### config.mk
export PLATFORM = sky130hd
export DESIGN_NAME = imm_extend_pipe_flat
export DESIGN_NICKNAME = d
export VERILOG_FILES = /design/src/rtl/imm_extend_pipe_if.sv /design/src/rtl/imm_extend_pipe.sv /design/src/flat_wrapper.sv
export SDC_FILE = /design/constraint.sdc
export NUM_CORES = 1
export LEC_CHECK = 0
export ABC_CLOCK_PERIOD_IN_PS = 7000
export CAP_MARGIN = 20
export CORE_UTILIZATION = 40
export DETAILED_ROUTE_END_ITERATION = 7
export PLACE_DENSITY = 0.69
export SLEW_MARGIN = 0
export SYNTH_ARGS = -nofsm -noshare
export SYNTH_HDL_FRONTEND = slang
export SYNTH_SLANG_ARGS = --single-unit
### constraint.sdc
create_clock -name clk -period 7 [get_ports clk]
set_input_delay 1.05 -clock clk [delete_from_list [all_inputs] [get_ports clk]]
set_output_delay 1.05 -clock clk [all_outputs]
set_load 0.005 [all_outputs]
### src/rtl/imm_extend_pipe_if.sv
// ---------------------------------------------------------------------------
// imm_extend_pipe_if
//
// Handshake bundle between decode (upstream), the immediate-extension stage
// and execute (downstream).
//
//   in_valid  : upstream presents an immediate
//   in_ready  : stage can accept (registered inside the stage)
//   in_imm    : raw IN_W-bit immediate
//   in_mode   : 0 sign, 1 zero, 2 upper, 3 branch offset
//   in_tag    : sideband tag travelling with the immediate
//   out_valid : out_imm/out_tag hold a valid entry
//   out_ready : downstream accepts the presented entry
//   out_imm   : extended OUT_W-bit immediate
//   out_tag   : tag of the presented entry
//
// Modports:
//   master : the side that drives the stage (decode + execute together)
//   slave  : the extension stage itself
// ---------------------------------------------------------------------------
`timescale 1ns/1ps

interface imm_extend_pipe_if #(
    parameter int IN_W  = 16,
    parameter int OUT_W = 32,
    parameter int TAG_W = 8
) ();
    logic             in_valid;
    logic             in_ready;
    logic [IN_W-1:0]  in_imm;
    logic [1:0]       in_mode;
    logic [TAG_W-1:0] in_tag;
    logic             out_valid;
    logic             out_ready;
    logic [OUT_W-1:0] out_imm;
    logic [TAG_W-1:0] out_tag;

    modport master (
        output in_valid, in_imm, in_mode, in_tag, out_ready,
        input  in_ready, out_valid, out_imm, out_tag
    );

    modport slave (
        input  in_valid, in_imm, in_mode, in_tag, out_ready,
        output in_ready, out_valid, out_imm, out_tag
    );
endinterface

### src/rtl/imm_extend_pipe.sv
// ---------------------------------------------------------------------------
// imm_extend_pipe
//
// Registered immediate-extension stage at the decode/execute boundary.
// The immediate is widened from IN_W to OUT_W bits at the input (sign, zero,
// upper or branch-offset mode) and then stored in a two-entry skid buffer:
// a main register M that drives the outputs and a skid register S that
// absorbs one extra entry when execute stalls. in_ready is a flop, so
// decode never sees a combinational path from out_ready.
//
// Ports:
//   clk       : single clock, all state changes on the rising edge
//   rst       : asynchronous, active-high reset
//   flush     : synchronous squash of every buffered entry
//   bus       : handshake bundle (slave side), see imm_extend_pipe_if
//   occupancy : number of held entries, 0..2
//
// Parameters: IN_W (>= 2), OUT_W (>= IN_W + 2), TAG_W. The interface
// instance must be built with the same widths.
// ---------------------------------------------------------------------------
`timescale 1ns/1ps

module imm_extend_pipe #(
    parameter int IN_W  = 16,
    parameter int OUT_W = 32,
    parameter int TAG_W = 8
) (
    input  logic                clk,
    input  logic                rst,
    input  logic                flush,
    imm_extend_pipe_if.slave    bus,
    output logic [1:0]          occupancy
);

    localparam int EXT_W = OUT_W - IN_W;

    // Widen an immediate. Branch mode drops the top two bits of the
    // sign-extended value; OUT_W >= IN_W + 2 guarantees those are copies
    // of the sign bit, so nothing is lost.
    function automatic logic [OUT_W-1:0] extend_imm(
        input logic [IN_W-1:0] imm,
        input logic [1:0]      mode
    );
        logic signed [OUT_W-1:0] sext;
        logic        [OUT_W-1:0] res;
        sext = {{EXT_W{imm[IN_W-1]}}, imm};
        case (mode)
            2'd0:    res = sext;
            2'd1:    res = {{EXT_W{1'b0}}, imm};
            2'd2:    res = {imm, {EXT_W{1'b0}}};
            default: res = {sext[OUT_W-3:0], 2'b00};
        endcase
        return res;
    endfunction

    // ---- stage p0: handshake qualification and extension ---------------
    logic             in_ready_r;
    logic             vld_m_p1;
    logic             vld_s_p1;
    logic [OUT_W-1:0] m_imm_p1;
    logic [TAG_W-1:0] m_tag_p1;
    logic [OUT_W-1:0] s_imm_p1;
    logic [TAG_W-1:0] s_tag_p1;

    logic             accept_p0;
    logic             pop_p0;
    logic [OUT_W-1:0] ext_imm_p0;

    assign accept_p0  = bus.in_valid && in_ready_r;
    assign pop_p0     = vld_m_p1 && bus.out_ready;
    assign ext_imm_p0 = extend_imm(bus.in_imm, bus.in_mode);

    // Next-state selection for the two registers.
    logic vld_m_n;
    logic vld_s_n;
    logic load_m_in;
    logic load_m_skid;
    logic load_s;

    always_comb begin
        vld_m_n     = vld_m_p1;
        vld_s_n     = vld_s_p1;
        load_m_in   = 1'b0;
        load_m_skid = 1'b0;
        load_s      = 1'b0;
        if (flush) begin
            // Squash wins over any accept or pop in the same cycle.
            vld_m_n = 1'b0;
            vld_s_n = 1'b0;
        end else if (pop_p0 && vld_s_p1) begin
            // Skid entry moves forward; the new entry (if any) refills S.
            load_m_skid = 1'b1;
            vld_m_n     = 1'b1;
            vld_s_n     = accept_p0;
            load_s      = accept_p0;
        end else if (pop_p0 || !vld_m_p1) begin
            // M is free this cycle (popped or already empty).
            vld_m_n   = accept_p0;
            load_m_in = accept_p0;
        end else if (!vld_s_p1) begin
            // Stalled with M full: park the new entry in S.
            vld_s_n = accept_p0;
            load_s  = accept_p0;
        end
        // Both full and no pop: in_ready is low, nothing changes.
    end

    // ---- stage p1: main/skid registers ----------------------------------
    // Control and the output-facing M data share the async reset so the
    // outputs clear immediately when rst rises.
    always_ff @(posedge clk or posedge rst) begin
        if (rst) begin
            vld_m_p1   <= 1'b0;
            vld_s_p1   <= 1'b0;
            in_ready_r <= 1'b1;
            m_imm_p1   <= '0;
            m_tag_p1   <= '0;
        end else begin
            vld_m_p1   <= vld_m_n;
            vld_s_p1   <= vld_s_n;
            // Registered copy of !S.valid, computed from next state so it
            // is exact in the cycle the skid fills or drains.
            in_ready_r <= !vld_s_n;
            if (load_m_skid) begin
                m_imm_p1 <= s_imm_p1;
                m_tag_p1 <= s_tag_p1;
            end else if (load_m_in) begin
                m_imm_p1 <= ext_imm_p0;
                m_tag_p1 <= bus.in_tag;
            end
        end
    end

    // S data is only meaningful while vld_s_p1 is set, so it needs no reset.
    always_ff @(posedge clk) begin
        if (load_s) begin
            s_imm_p1 <= ext_imm_p0;
            s_tag_p1 <= bus.in_tag;
        end
    end

    assign bus.in_ready  = in_ready_r;
    assign bus.out_valid = vld_m_p1;
    assign bus.out_imm   = m_imm_p1;
    assign bus.out_tag   = m_tag_p1;
    assign occupancy     = {1'b0, vld_m_p1} + {1'b0, vld_s_p1};

endmodule

### src/flat_wrapper.sv
// flat-port wrapper written by rule: the top's interface ports become plain ports
module imm_extend_pipe_flat 
#(
    parameter int IN_W  = 16,
    parameter int OUT_W = 32,
    parameter int TAG_W = 8
)
  (clk, rst, flush, occupancy, bus_in_valid, bus_in_imm, bus_in_mode, bus_in_tag, bus_out_ready, bus_in_ready, bus_out_valid, bus_out_imm, bus_out_tag);
  imm_extend_pipe_if #(.IN_W(IN_W), .OUT_W(OUT_W), .TAG_W(TAG_W)) bus_i ();
  input  logic clk;
  input  logic rst;
  input  logic flush;
  output logic [1:0] occupancy;
  input wire logic [$bits(bus_i.in_valid)-1:0] bus_in_valid;
  input wire logic [$bits(bus_i.in_imm)-1:0] bus_in_imm;
  input wire logic [$bits(bus_i.in_mode)-1:0] bus_in_mode;
  input wire logic [$bits(bus_i.in_tag)-1:0] bus_in_tag;
  input wire logic [$bits(bus_i.out_ready)-1:0] bus_out_ready;
  output wire logic [$bits(bus_i.in_ready)-1:0] bus_in_ready;
  output wire logic [$bits(bus_i.out_valid)-1:0] bus_out_valid;
  output wire logic [$bits(bus_i.out_imm)-1:0] bus_out_imm;
  output wire logic [$bits(bus_i.out_tag)-1:0] bus_out_tag;
  assign bus_i.in_valid = bus_in_valid;
  assign bus_i.in_imm = bus_in_imm;
  assign bus_i.in_mode = bus_in_mode;
  assign bus_i.in_tag = bus_in_tag;
  assign bus_i.out_ready = bus_out_ready;
  assign bus_in_ready = bus_i.in_ready;
  assign bus_out_valid = bus_i.out_valid;
  assign bus_out_imm = bus_i.out_imm;
  assign bus_out_tag = bus_i.out_tag;
  imm_extend_pipe #(.IN_W(IN_W), .OUT_W(OUT_W), .TAG_W(TAG_W)) u_core (.clk(clk), .rst(rst), .flush(flush), .bus(bus_i), .occupancy(occupancy));
endmodule
======== Word-level counts from Yosys, hierarchy flattened ========
Cells that the tools add are included.
storage, ports and cells
  word-level logic and storage cells ...... 40
  bits in registers ....................... 83
  input bits .............................. 31
  output and inout port bits .............. 44
cells by class
  equal/unequal tests ..................... 2
  reduce and logical (&&, ||, !) cells .... 9
  add/subtract/negate cells ............... 1
  muxes and demuxes ....................... 21
operator list
  cell                                           count
  one-hot mux 32 bit (3 select lines)            1
  two-way mux 32 bit                             2
  two-way mux 1 bit                              16
  two-way mux 8 bit                              2
  logical AND 1 bit                              3
  nonzero test 3 bit                             1
  adder 1 x 1 -> 2 bit                           1
  == test 2 x 1 -> 1 bit, second input constant  1
  == test 2 bit, second input constant           1
  zero test 1 bit                                2
  zero test 2 bit                                1
  nonzero test 2 bit                             1
  logical OR 1 bit                               1

======== Depth between registers and ports, before layout ========
Gate-level depths: netlist of run 1.
  depth in word-level cells ............... 7
  mapped depth ............................ 6

======== Least setup slack after synthesis of run 1 ========
Ideal clock, no wire load.
  path kind ............................... input-to-reg
  from .................................... input port flush
  to ...................................... register u_core.s_imm_p1[0], enable pin
  slack ................................... 0.780 ns
  buffers on the path ..................... 2
  cell stages on the path ................. 3
  arrival ................................. 5.668 ns
  required time ........................... 6.448 ns
  library setup time ...................... 0.552 ns
  cells stage by stage .................... buf_2 > clkbuf_1 > nor4b_1
on the way
  longest elaborated chain between the ends .. 1
RTL lines
  what                     RTL line                text
  start, declared          flat_wrapper.sv:12      input logic flush;
  two-way mux 1 bit        imm_extend_pipe.sv:86   if (flush) begin
  named net u_core.load_s  imm_extend_pipe.sv:78   logic load_s;
  end signal, assigned     imm_extend_pipe.sv:137  s_imm_p1 <= ext_imm_p0;
  end, declared            imm_extend_pipe.sv:62   logic [OUT_W-1:0] s_imm_p1;
The timed path passes the listed nets, and every way through them passes these cells.
A chain may end at the register's enable or synchronous reset.

======== Final worst setup path of run 1 ========
  from .................................... input port flush
  to ...................................... register u_core.s_imm_p1[18], enable pin
The elaborated chain is that of the path after synthesis.

==> impl_metrics.py, run 1 <==
metrics = {
    "route": {
        "totalWireLength_um": 9880,
        "wl_per_cell_um": 18.5,
        "drt_first_pass_iters": 4,
        "drtIter0Drc": 198,
        "ant_nets": 0,
        "num_vias": 3019,
        "drc": 0,
        "vias_per_cell": 5.64,
    },
    "synthesis": {
        "synth_fa_ha_area_share_pct": 0.300,
        "netlist_area_sq_um": 4170,
        "synth_edf_count": 40,
        "yosys-mux-area-fraction_pct": 4.05,
        "syn_inst": 344,
        "ys_seq_area_share_pct": 54.6,
        "ys_top_cells_by_area": "edfxtp_1, dfrtp_1, mux2_2, buf_6, nand2_1",
        "synth_top_family_by_area": "compound AO/OA/AOI/OAI gates",
        "synth.net_count": 376,
        "synth_cell_type_count": 38,
        "syn_avg_cell_area_sq_um": 12.1,
        "synth_compound_area_share_pct": 25.3,
        "yosysTopAreaCell": "edfxtp_1",
        "ys_seq_elements": 83,
        "synth_xor_area_share_pct": 0.210,
        "synth_ff_type": "dfrtp_1",
        "ys_warn_count": 0,
        "yosys.area_share.simple_pct": 6.66,
        "synth_top_area_share_pct": 28.8,
        "ys_async_sr_fraction_pct": 51.8,
    },
    "layout": {
        "final_cell_mix": "clkdlybuf4s50_1, dfrtp_1, edfxtp_1, nand2_1, a31oi_1",
        "layout_commonest_cell": "clkdlybuf4s50_1",
        "antennaDiodeCount": 0,
        "area_delta_synth_final_pct": 20.3,
        "instances_no_fill": 535,
        "register_area_sq_um": 2280,
        "multiInputGateArea_sq_um": 1530,
        "fin_area_sq_um": 5020,
        "nFillCells": 903,
        "nNetsFinal": 429,
        "drive_above_1_share_pct": 14.4,
        "fin_util_pct": 50.4,
    },
    "die": {
        "die-area_sq_um": 10800,
        "die_x_um": 104,
        "die_h_um": 104,
        "start_util_pct": 41.9,
        "placement_rows": 36,
        "ios": 75,
        "core_sq_um": 9950,
    },
    "critical_path": {
        "worstPathArrival_ns": 3.51,
        "startpoint_type": "primary input",
        "cp-end-kind": "register",
        "slowest_delay_ns": 1.08,
        "critPathRequiredTime_ns": 7.01,
        "path_max_fanout": 32,
        "worst-setup-path-type": "in -> reg",
        "slowest_stage": "nor4b_2",
        "crit_chain": "clkdlybuf4s50_1 -> nor4b_2 -> buf_4",
    },
    "grt": {
        "track_usage_pct": 19.2,
        "grt-ovfl-total": 0,
        "antenna_found_initial": 0,
        "grt_pass1_wl_um": 16500,
        "grt_pass1_vias": 3121,
        "grt_max_degree": 44,
    },
    "clock_tree": {
        "root_buffer": "clkbuf_8",
        "cts-buffers-inserted": 9,
        "cts_setup_buffers": 0,
        "tritoncts": "done",
        "post_cts_resized": 0,
        "clock_latency_ns": 0.36,
        "path_clk_slew_ns": 0.09,
        "cts_max_level": 3,
        "hold_buffers": 0,
        "cts.sinks": 83,
        "ctsLongestPathBuffers": 2,
    },
    "place": {
        "post-dp-hpwl_um": 6220,
        "placedCellCount": 519,
        "finalWeightedCongestion": 0.747,
        "placed_area_sq_um": 4850,
        "io_buffers": 74,
    },
    "run": {
        "cap_violations": 0,
    },
    "timing": {
        "maxSlewHeadroom_pct": 29.3,
        "finalHoldViolations": 0,
        "setup_viol": 0,
        "fmax_ghz": 0.286,
        "worstMarginPinSlew_ns": 1.06,
        "slew_viol_final": 0,
        "finalSetupTns_ns": 0,
        "timing.final.crit_share_pct": 49.9,
        "final.setup_skew_ns": 0.00902,
        "fin_crit_ns": 3.49,
        "rsz0062_at_grt": "false",
    },
    "power": {
        "vdd_drop_max_uv": 144,
        "p_per_area_nw_per_um2": 237,
        "power_w": 0.00119,
        "power_leakage_nw": 1.89,
    },
    "hold_path": {
        "hold_path.class": "reg -> reg",
    },
    "outcome": {
        "status": "complete, no violations",
    },
}
==> kinds of logic (layout without fill, tap and decap cells) <==
| kind of cell | after synthesis | after routing |
|---|---|---|
| simple gates | 52 | 52 |
| fa+ha+maj | 1 | 1 |
| mux | 15 | 15 |
| xor+xnor | 1 | 1 |
| compound gates | 132 | 132 |
| flops | 83 | 83 |
| buf+inv | 60 | 118 |
==> flip-flops by register name, summed over array words and instances (netlist names) <==
signal and count:
u_core.s_tag_p1 8, u_core.bus.out_valid 1, u_core.bus.in_ready 1, u_core.vld_s_p1 1, u_core.bus.out_tag 8, u_core.s_imm_p1 32, u_core.bus.out_imm 32
==> layer usage <==
| layer | share of wire, % | vias to the layer above | global-route usage [%] |
|---|---|---|---|
| met3 | 5.5 | 4 | 3.82 |
| met5 | 0 | - | 0 |
| met1 | 48 | 1485 | 27.4 |
| met4 | 0.63 | 0 | 6.73 |
| li1 | - | 1435 | - |
| met2 | 46 | 95 | 29.1 |
==> where the power goes <==
group	internal (W)	switching [W]	leakage, nW	total, W
clock	0.000132	0.000187	0.0946	0.000319
sequential	0.000566	0.0000355	0.895	0.000601
combinational	0.000155	0.000114	0.903	0.000270
==> stage by stage <==
step,worst slack (ns),hold WS [ns]
after global placement,3.24,0.453
after CTS,3.51,0.481
final,3.51,0.476
after detailed placement,3.09,0.453
after floorplan,0.780,0.443
after global routing,3.35,0.499
==> synth_stat cells (2+ instances only) <==
master / count
a21oi_1: 17
dfrtp_1: 42
and2_1: 2
a22o_1: 14
o21ai_0: 2
nand2_1: 39
nor2b_1: 3
o31ai_1: 15
edfxtp_1: 40
buf_2: 14
a221oi_1: 13
clkbuf_1: 5
buf_6: 14
inv_1: 20
o211ai_2: 10
mux2_2: 15
a31oi_1: 23
buf_4: 6
o2bb2ai_1: 14
o211ai_1: 5
o2111ai_1: 14
==> final timing paths <==
path	from	end	slack (ns)	depth (start not counted)
worst max-delay path	flush	u_core.s_imm_p1[18]	3.51	3
worst min-delay path	u_core.s_imm_p1[17]	u_core.bus.out_imm[17]	0.48	2
worst max register to register	u_core.bus.in_ready	u_core.s_imm_p1[18]	4.48	3
worst min register to register	u_core.s_imm_p1[17]	u_core.bus.out_imm[17]	0.48	2
max in group asynchronous	rst	u_core.bus.out_imm[5]	5.45	3
min in group asynchronous	rst	u_core.bus.out_tag[6]	1.14	3
==> critical path: cells and delay by family <==
kind	cells	cell delay [ns]
buffers and inverters	2	1.35
and+or+nand+nor	1	1.08
==> cell type report <==
cell class | instances | share of cell area (%)
Clock buffer | 9 | 2.47
Clock inverter | 7 | 0.997
Inverter | 21 | 1.57
Multi-Input combinational cell | 201 | 30.5
Sequential cell | 83 | 45.4
Tap cell | 133 | 3.32
Timing Repair Buffer | 81 | 15.8
No activity file was read; power rests on OpenSTA's default activity.
==> inputs of run 2 (changes only) <==
--- a/config.mk
+++ b/config.mk
@@ -5,7 +5,7 @@
 export SDC_FILE = /design/constraint.sdc
 export NUM_CORES = 1
 export LEC_CHECK = 0
-export ABC_CLOCK_PERIOD_IN_PS = 7000
+export ABC_CLOCK_PERIOD_IN_PS = 3400
 export CAP_MARGIN = 20
 export CORE_UTILIZATION = 40
 export DETAILED_ROUTE_END_ITERATION = 7
==> constraint.sdc (replaced) <==
create_clock -name clk -period 3.4 [get_ports clk]
set_input_delay 0.51 -clock clk [delete_from_list [all_inputs] [get_ports clk]]
set_output_delay 0.51 -clock clk [all_outputs]
set_load 0.005 [all_outputs]
==> impl_metrics.py, run 2 (same netlist as run 1, synthesis figures left out) <==
metrics = {
    "outcome": {
        "status": "complete, no violations",
    },
    "timing": {
        "finalHoldViolations": 0,
        "timing.final.crit_share_pct": 65.7,
        "slew_viol_final": 0,
        "final.setup_skew_ns": 0.0139,
        "finalSetupTns_ns": 0,
        "hold_ws_ns": 0.479,
        "worstMarginPinSlew_ns": 0.998,
        "rsz0062_at_grt": "false",
        "setup_viol": 0,
        "maxSlewHeadroom_pct": 33.5,
        "fin_crit_ns": 2.23,
        "fmax_ghz": 0.448,
    },
    "grt": {
        "grt-busiest-layer": "met2",
        "track_usage_pct": 19.5,
        "grt_pass1_vias": 3023,
        "grt_max_degree": 34,
        "use_met3_pct": 3.82,
        "grt_pass1_wl_um": 16600,
        "antenna_found_initial": 0,
        "grt_util_met2_pct": 31.1,
        "grt-ovfl-total": 0,
        "globalRouteMet1Util_pct": 26.8,
    },
    "clock_tree": {
        "cts-buffers-inserted": 9,
        "ctsLongestPathBuffers": 2,
        "path_clk_slew_ns": 0.09,
        "clock_latency_ns": 0.36,
        "cts_setup_buffers": 0,
        "cts_max_level": 3,
        "cts.sinks": 83,
        "tritoncts": "done",
        "root_buffer": "clkbuf_8",
        "hold_buffers": 0,
        "post_cts_resized": 0,
    },
    "critical_path": {
        "slowest_delay_ns": 0.53,
        "rr_worst_depth": 4,
        "worst-r2r-setup-slack_ns": 1.49,
        "worst-setup-path-type": "reg -> out",
        "critPathRequiredTime_ns": 2.89,
        "slowest_stage": "dfrtp_1",
        "rr_endpoint": "u_core.bus.out_tag[6]",
        "timing.rr.start": "u_core.bus.out_valid",
        "crit_chain": "ha_1 -> clkdlybuf4s50_1",
        "startpoint_type": "register",
        "path_max_fanout": 12,
        "worstPathArrival_ns": 1.72,
        "cp-end-kind": "primary output",
    },
    "layout": {
        "fin_area_sq_um": 5150,
        "antennaDiodeCount": 0,
        "nNetsFinal": 436,
        "layout_commonest_cell": "clkdlybuf4s50_1",
        "drive_above_1_share_pct": 15.6,
        "final_cell_mix": "clkdlybuf4s50_1, dfrtp_1, edfxtp_1, nand2_1, a31oi_1",
        "area_delta_synth_final_pct": 23.4,
    },
    "power": {
        "p_sw_share_pct": 25.7,
        "clockPowerShare_pct": 30.3,
        "p_int_w": 0.00192,
        "power_leakage_nw": 1.95,
        "p_per_area_nw_per_um2": 503,
        "vdd_drop_max_uv": 252,
        "p_switching_w": 0.000666,
        "p_seq_share_pct": 47.6,
        "p_comb_share_pct": 22.1,
    },
    "die": {
        "die_h_um": 104,
        "ios": 75,
        "core_sq_um": 9950,
        "die-area_sq_um": 10800,
        "start_util_pct": 41.9,
        "placement_rows": 36,
        "die_x_um": 104,
    },
    "route": {
        "vias_per_cell": 5.71,
        "wl_per_cell_um": 18.9,
        "num_vias": 3096,
        "drtIter0Drc": 244,
        "drc": 0,
        "totalWireLength_um": 10300,
        "ant_nets": 0,
        "drt_first_pass_iters": 4,
    },
    "run": {
        "cap_violations": 0,
    },
    "hold_path": {
        "min-delay-start": "u_core.s_imm_p1[18]",
        "hold_depth": 2,
        "min_to": "u_core.bus.out_imm[18]",
        "hold_path.class": "reg -> reg",
    },
    "place": {
        "finalWeightedCongestion": 0.770,
        "placed_area_sq_um": 4930,
        "post-dp-hpwl_um": 6680,
        "io_buffers": 74,
    },
}
## run 2: worst max path at each step
stage | cells after the start | start | endpoint | slack, ns
floorplan | 3 | flush | u_core.s_imm_p1[0] | 0.65
global placement | 4 | bus_in_mode[1] | u_core.bus.out_imm[6] | 0.88
detailed placement | 4 | bus_in_mode[1] | u_core.bus.out_imm[6] | 0.84
CTS | 2 | u_core.bus.out_valid | occupancy[0] | 1.14
global route | 4 | bus_in_mode[1] | u_core.bus.out_imm[15] | 1.06
finish | 2 | u_core.bus.out_valid | occupancy[0] | 1.17
## run 2: cell type report
class / instances / area [sq um]
Fill cell: 871 / 4810
Sequential cell: 83 / 2280
Multi-Input combinational cell: 201 / 1540
Timing Repair Buffer: 88 / 866
Tap cell: 133 / 166
Clock buffer: 11 / 141
Inverter: 21 / 78.8
Clock inverter: 5 / 77.6
## run 2: stage by stage
stage / util, % / power (W) / instances / worst slack, ns
floorplan: - / 0.00152 / 344 / 0.653
global placement: 49.3 / 0.00182 / 525 / 0.881
detailed placement: 49.5 / 0.00183 / 526 / 0.842
CTS: 51.7 / 0.00261 / 542 / 1.14
global route: 51.7 / 0.00271 / 542 / 1.06
finish: 51.7 / 0.00259 / 542 / 1.17
## run 2: critical path, delay by kind of cell (launching register included)
kind	cells	cell delay, ns
fa+ha+maj	1	0.35
flops	1	0.53
buf+inv	1	0.49
## run 2: metal layers
metal | share of wire, % | vias to the layer above
met5 | 0 | -
met4 | 1.3 | 0
met3 | 5.6 | 10
met2 | 48 | 114
met1 | 46 | 1522
li1 | - | 1450
## run 2: power groups by stage
stage,clock [W],sequential [W],combinational [W]
3_3_place_gp,0,0.00125,0.000565
4_1_cts,0.000795,0.00123,0.000577
2_1_floorplan,0,0.00125,0.000274
5_1_grt,0.000845,0.00125,0.000621
6_report,0.000784,0.00123,0.000572
3_5_place_dp,0,0.00125,0.000573
==> inputs of run 3 (changes only) <==
--- a/config.mk
+++ b/config.mk
@@ -5,11 +5,11 @@
 export SDC_FILE = /design/constraint.sdc
 export NUM_CORES = 1
 export LEC_CHECK = 0
-export ABC_CLOCK_PERIOD_IN_PS = 3400
+export ABC_CLOCK_PERIOD_IN_PS = 1960
 export CAP_MARGIN = 20
 export CORE_UTILIZATION = 40
 export DETAILED_ROUTE_END_ITERATION = 7
-export PLACE_DENSITY = 0.69
+export PLACE_DENSITY = 0.71
 export SLEW_MARGIN = 0
 export SYNTH_ARGS = -nofsm -noshare
 export SYNTH_HDL_FRONTEND = slang
==> constraint.sdc (replaced) <==
create_clock -name clk -period 1.96 [get_ports clk]
set_input_delay 0.294 -clock clk [delete_from_list [all_inputs] [get_ports clk]]
set_output_delay 0.294 -clock clk [all_outputs]
set_load 0.005 [all_outputs]
==> impl_metrics.py, run 3 (same netlist as run 1, synthesis figures left out) <==
metrics = {
    "timing": {
        "rsz0062_at_grt": "false",
        "maxSlewHeadroom_pct": 63.5,
        "fmax_ghz": 0.550,
        "setup_viol": 0,
        "hold_ws_ns": 0.206,
        "slew_viol_final": 0,
        "finalHoldViolations": 0,
        "final.setup_skew_ns": 0.0138,
        "finalSetupTns_ns": 0,
        "worstMarginPinSlew_ns": 0.547,
        "timing.final.crit_share_pct": 92.7,
        "fin_crit_ns": 1.82,
    },
    "route": {
        "drc": 0,
        "ant_nets": 0,
        "vias_per_cell": 5.70,
        "wl_per_cell_um": 18.2,
        "drtIter0Drc": 185,
        "num_vias": 3162,
        "totalWireLength_um": 10100,
        "drt_first_pass_iters": 5,
    },
    "die": {
        "die-area_sq_um": 10800,
        "die_h_um": 104,
        "start_util_pct": 41.9,
        "placement_rows": 36,
        "die_x_um": 104,
        "core_sq_um": 9950,
        "ios": 75,
    },
    "clock_tree": {
        "cts-buffers-inserted": 9,
        "hold_buffers": 0,
        "cts_max_level": 3,
        "path_clk_slew_ns": 0.08,
        "cts.sinks": 83,
        "cts_setup_buffers": 0,
        "tritoncts": "done",
        "root_buffer": "clkbuf_8",
        "clock_latency_ns": 0.35,
        "ctsLongestPathBuffers": 2,
    },
    "power": {
        "vdd_drop_max_uv": 438,
        "p_comb_share_pct": 22.5,
        "p_sw_share_pct": 25.4,
        "p_seq_share_pct": 47.0,
        "p_switching_w": 0.00116,
        "power_w": 0.00456,
        "p_int_w": 0.00340,
        "power_leakage_nw": 2.05,
        "p_per_area_nw_per_um2": 857,
        "clockPowerShare_pct": 30.5,
    },
    "layout": {
        "drive_above_1_share_pct": 18.7,
        "layout_commonest_cell": "clkdlybuf4s50_1",
        "nFillCells": 844,
        "area_delta_synth_final_pct": 27.5,
        "antennaDiodeCount": 0,
        "nNetsFinal": 449,
        "final_cell_mix": "clkdlybuf4s50_1, dfrtp_1, edfxtp_1, nand2_1, a31oi_1",
    },
    "critical_path": {
        "cp_top_family": "buffers and inverters",
        "worst-setup-path-type": "reg -> out",
        "critPathRequiredTime_ns": 1.67,
        "startpoint_type": "register",
        "path_max_fanout": 11,
        "slowest_delay_ns": 0.44,
        "worstPathArrival_ns": 1.52,
        "cp-end-kind": "primary output",
        "slowest_stage": "clkdlybuf4s50_1",
        "crit_buf_inv": 2,
        "crit_chain": "buf_6 -> ha_1 -> clkdlybuf4s50_1",
    },
    "grt": {
        "grt_pass1_wl_um": 16600,
        "track_usage_pct": 19.2,
        "antenna_found_initial": 0,
        "grt-ovfl-total": 0,
        "grt_max_degree": 42,
        "grt_pass1_vias": 3161,
    },
    "place": {
        "finalWeightedCongestion": 0.780,
        "post-dp-hpwl_um": 6820,
        "io_buffers": 74,
    },
    "outcome": {
        "status": "complete, no violations",
    },
    "hold_path": {
        "hold_path.class": "in -> async",
    },
    "run": {
        "cap_violations": 0,
    },
}
==> run 3: cell type report <==
type,count,area [sq um],area share (%)
inverter,21,78.8,1.48
tap,133,166,3.13
multi-input combinational,201,1540,29.0
timing repair buffer,101,1020,19.3
sequential,83,2280,42.9
clock inverter,4,72.6,1.36
clock buffer,12,155,2.92
==> run 3: layer usage <==
layer	GRT usage, %	share of wire [%]
met5	0	0
met3	3.70	5.3
met1	26.0	46
met4	5.61	1.1
met2	31.2	47
==> run 3: through the flow <==
| step | instance area [sq um] | utilization (%) | std cells | setup slack [ns] |
|---|---|---|---|---|
| after detailed placement | 5080 | 51.1 | 539 | -0.0512 |
| after global routing | 5320 | 53.4 | 555 | 0.101 |
| after CTS | 5320 | 53.4 | 555 | 0.00130 |
| after global placement | 5070 | 51.0 | 538 | -0.232 |
| after floorplan | 4190 | - | 344 | -0.548 |
| final | 5320 | 53.4 | 555 | 0.143 |
==> run 3: what timing repair did <==
item / in CTS / in global routing
gates resized for setup: 2 / 1
endpoints found under the setup margin: 1 / 1
pin swaps: 0 / 0
==> run 3: worst paths after layout <==
path | startpoint | endpoint | cells past startpoint | slack [ns]
max | u_core.bus.out_valid | occupancy[1] | 3 | 0.14
min | rst | u_core.vld_s_p1 | 2 | 0.21
max reg2reg | u_core.bus.in_ready | u_core.bus.out_imm[27] | 3 | 0.22
min reg2reg | u_core.s_imm_p1[26] | u_core.bus.out_imm[26] | 2 | 0.47
max in group asynchronous | rst | u_core.bus.out_imm[2] | 3 | 1.14
min in group clk | u_core.s_imm_p1[26] | u_core.bus.out_imm[26] | 2 | 0.47
==> run 3: power by group through the flow <==
stage               clock network [W]  logic (W)  registers, W
finish                        0.00139    0.00102       0.00214
global route                  0.00148    0.00111       0.00217
CTS                           0.00141    0.00103       0.00215
detailed placement                  0    0.00103       0.00218
global placement                    0    0.00100       0.00218
floorplan                           0   0.000476       0.00216
==> variant (flow settings as in run 3) <==
`OUT_W` is set to 32 in 3 places; all go to 40.
--- a/src/rtl/imm_extend_pipe_if.sv
+++ b/src/rtl/imm_extend_pipe_if.sv
@@ -24,3 +24,3 @@
     parameter int IN_W  = 16,
-    parameter int OUT_W = 32,
+    parameter int OUT_W = 40,
     parameter int TAG_W = 8
--- a/src/rtl/imm_extend_pipe.sv
+++ b/src/rtl/imm_extend_pipe.sv
@@ -24,3 +24,3 @@
     parameter int IN_W  = 16,
-    parameter int OUT_W = 32,
+    parameter int OUT_W = 40,
     parameter int TAG_W = 8
--- a/src/flat_wrapper.sv
+++ b/src/flat_wrapper.sv
@@ -4,3 +4,3 @@
     parameter int IN_W  = 16,
-    parameter int OUT_W = 32,
+    parameter int OUT_W = 40,
     parameter int TAG_W = 8
Interface: changed (resized bus_out_imm); port bits go from 75 to 83. No check against the original RTL was run, so the function may have changed too.
==> variant against run 3 <==
Highest routed layer unchanged; cell count is 6.3% higher; sequential cell count increased by 4; worst hold slack better by 11 ps; wire length is 6.4% higher; die area up 4.3%; synthesized area rose by 4.4%; setup slack lost 44 ps; fmax down 2.4%; final area rose by 4.7%; global-route usage is 0.55 points higher; total power is 0.19% lower; largest power group unchanged.
==> variant: results (changes against run 3) <==
Route
  – Wire per inst: 18.2 µm (+0.11%)
  – Drt initial violations: 192 (+3.8%)
  – Drt first pass iters: 4 (-1)
  – Vias/cell: 5.71 (+0.17%)

GRT
  – First-pass GRT wire length: 17400 µm (+4.9%)
  – Gr usage total: 19.7% (+0.55 points)
  – Vias in the first global route: 3343 (+5.8%)
  – Largest net degree at the start of global routing: 43 (+2.4%)
  – Initial antenna violation count: 0 (unchanged)

Synth
  – Most area-consuming cells after synthesis: edfxtp_1, dfrtp_1, mux2_2, a31oi_1, nand2_1
  – YS warnings: 0 (unchanged)
  – Post-synth EDFFs: 42 (+5.0%)
  – Post-synth ARST share: 51.7% (-0.083 points)
  – Syn nets: 398 (+5.9%)
  – Synth cell types: 43 (+13%)
  – Ys flop type: dfrtp_1
  – Commonest cells in the netlist: dfrtp_1, edfxtp_1, nand2_1
  – Sequential area share after synthesis: 54.9% (+0.24 points)

Setup path
  – Worst-path maximum fanout: 5 (-6)
  – CP arrival: 1570 ps (+50 ps)

Placement
  – GPL Wtd Cong: 0.776 (-0.46%)
  – PortBufs: 82 (+11%)
  – HPWL after DPL: 7280 µm (+6.6%)

Power and ir drop
  – Sw frac: 27.7% (+2.4 points)
  – Worst IR Drop VDD: 0.380 mV (-13%)
  – Leak: 2.12 nW (+3.3%)

STA
  – Clock skew: 9.36 ps (-4.43 ps)
  – Slew @ Worst Pin: 698 ps (+151 ps)

Clocking
  – Clk root buf: clkbuf_8
  – Cts bufs inserted: 9 (unchanged)
  – Worst-path clk slew: 90 ps
  – Clock Tree Buf Depth: 2 (unchanged)

Layout
  – Inserted Diodes: 0 (unchanged)
  – FILL cells: 899 (+6.5%)
  – Final net count: 481 (+7.1%)
  – Fraction of layout cells with a size suffix above 1: 18.3% (-0.44 points)

Outcome
  – Status: finished, final reports clean

Min path
  – Min-delay worst type: in -> async
variant: cell count changes in the layout (fill, tap and decap cells not counted), sizes merged, moves of 2 or more:
cell	run 3	this run
buf	27	37
bufinv	2	0
edfxtp	40	42
a31oi	23	25
dfrtp	42	44
clkdlybuf4s50	73	82
inv	20	22
clkbuf	12	10
clkinvlp	1	3
variant: area by class of cell:
class | instances | area, µm² | share of cell area (%)
Timing Repair Buffer | 119 | 1170 | 21.1
Tap cell | 136 | 170 | 3.06
Clock inverter | 6 | 45.0 | 0.809
Sequential cell | 87 | 2390 | 43.0
Clock buffer | 10 | 138 | 2.47
Inverter | 21 | 78.8 | 1.42
Multi-Input combinational cell | 211 | 1570 | 28.2
variant: timing repair:
item	CTS	global route
hold buffers	0	0
resized for setup	2	0
setup endpoints to repair	2	1
setup buffers	0	3
variant: layer usage:
metal / vias up / share of wire, % / global-route usage [%] / wire length, µm
met4: 0 / 1.2 / 6.15 / 130
li1: 1569 / - / - / -
met5: - / 0 / 0 / 0
met3: 10 / 5.5 / 2.21 / 595
met1: 1656 / 47 / 28.8 / 5010
met2: 132 / 47 / 30.7 / 5020
variant: kinds of logic (layout without fill, tap and decap cells):
logic type | count (synthesis) | in the layout | share of synthesized area (%)
AOI/OAI and AO/OA | 140 | 140 | 24.5
DFF | 87 | 87 | 54.9
buffers and inverters | 68 | 156 | 9.48
and+or+nand+nor | 54 | 54 | 6.78
muxes | 15 | 15 | 3.88
adders and majority gates | 1 | 1 | 0.287
xor gates and xnor gates | 1 | 1 | 0.201
variant: worst paths after layout:
path | cells after the start | to | slack, ps | startpoint
min reg2reg | 2 | u_core.bus.out_imm[38] | 480 | u_core.s_imm_p1[38]
max reg2reg | 5 | u_core.bus.out_imm[24] | 210 | u_core.bus.out_valid
min in group clk | 2 | u_core.bus.out_imm[38] | 480 | u_core.s_imm_p1[38]
min | 2 | u_core.bus.out_tag[3] | 220 | rst
max | 2 | occupancy[0] | 100 | u_core.bus.out_valid
max in group asynchronous | 3 | u_core.bus.out_imm[27] | 1150 | rst
variant: per-stage QoR:
stage          worst slack, ps  cell area, µm²  std cells  total power [mW]
2_1_floorplan             -621            4370        366              2.79
3_3_place_gp             -3.08            5360        571              3.39
4_1_cts                   1.53            5540        587              4.57
5_1_grt                   18.5            5570        590              4.75
3_5_place_dp             -81.6            5360        571              3.41
6_report                  99.4            5570        590              4.55
variant: critical path, cell delays in order (launching register included):
cell and delay (ps):
dfrtp_2 440, ha_1 290, clkdlybuf4s50_1 490
variant: power groups by stage:
stage,clock (mW),combinational (mW),sequential (mW)
floorplan,0,0.518,2.27
global placement,0,1.10,2.29
detailed placement,0,1.13,2.29
CTS,1.18,1.13,2.25
global route,1.25,1.23,2.27
finish,1.17,1.14,2.25
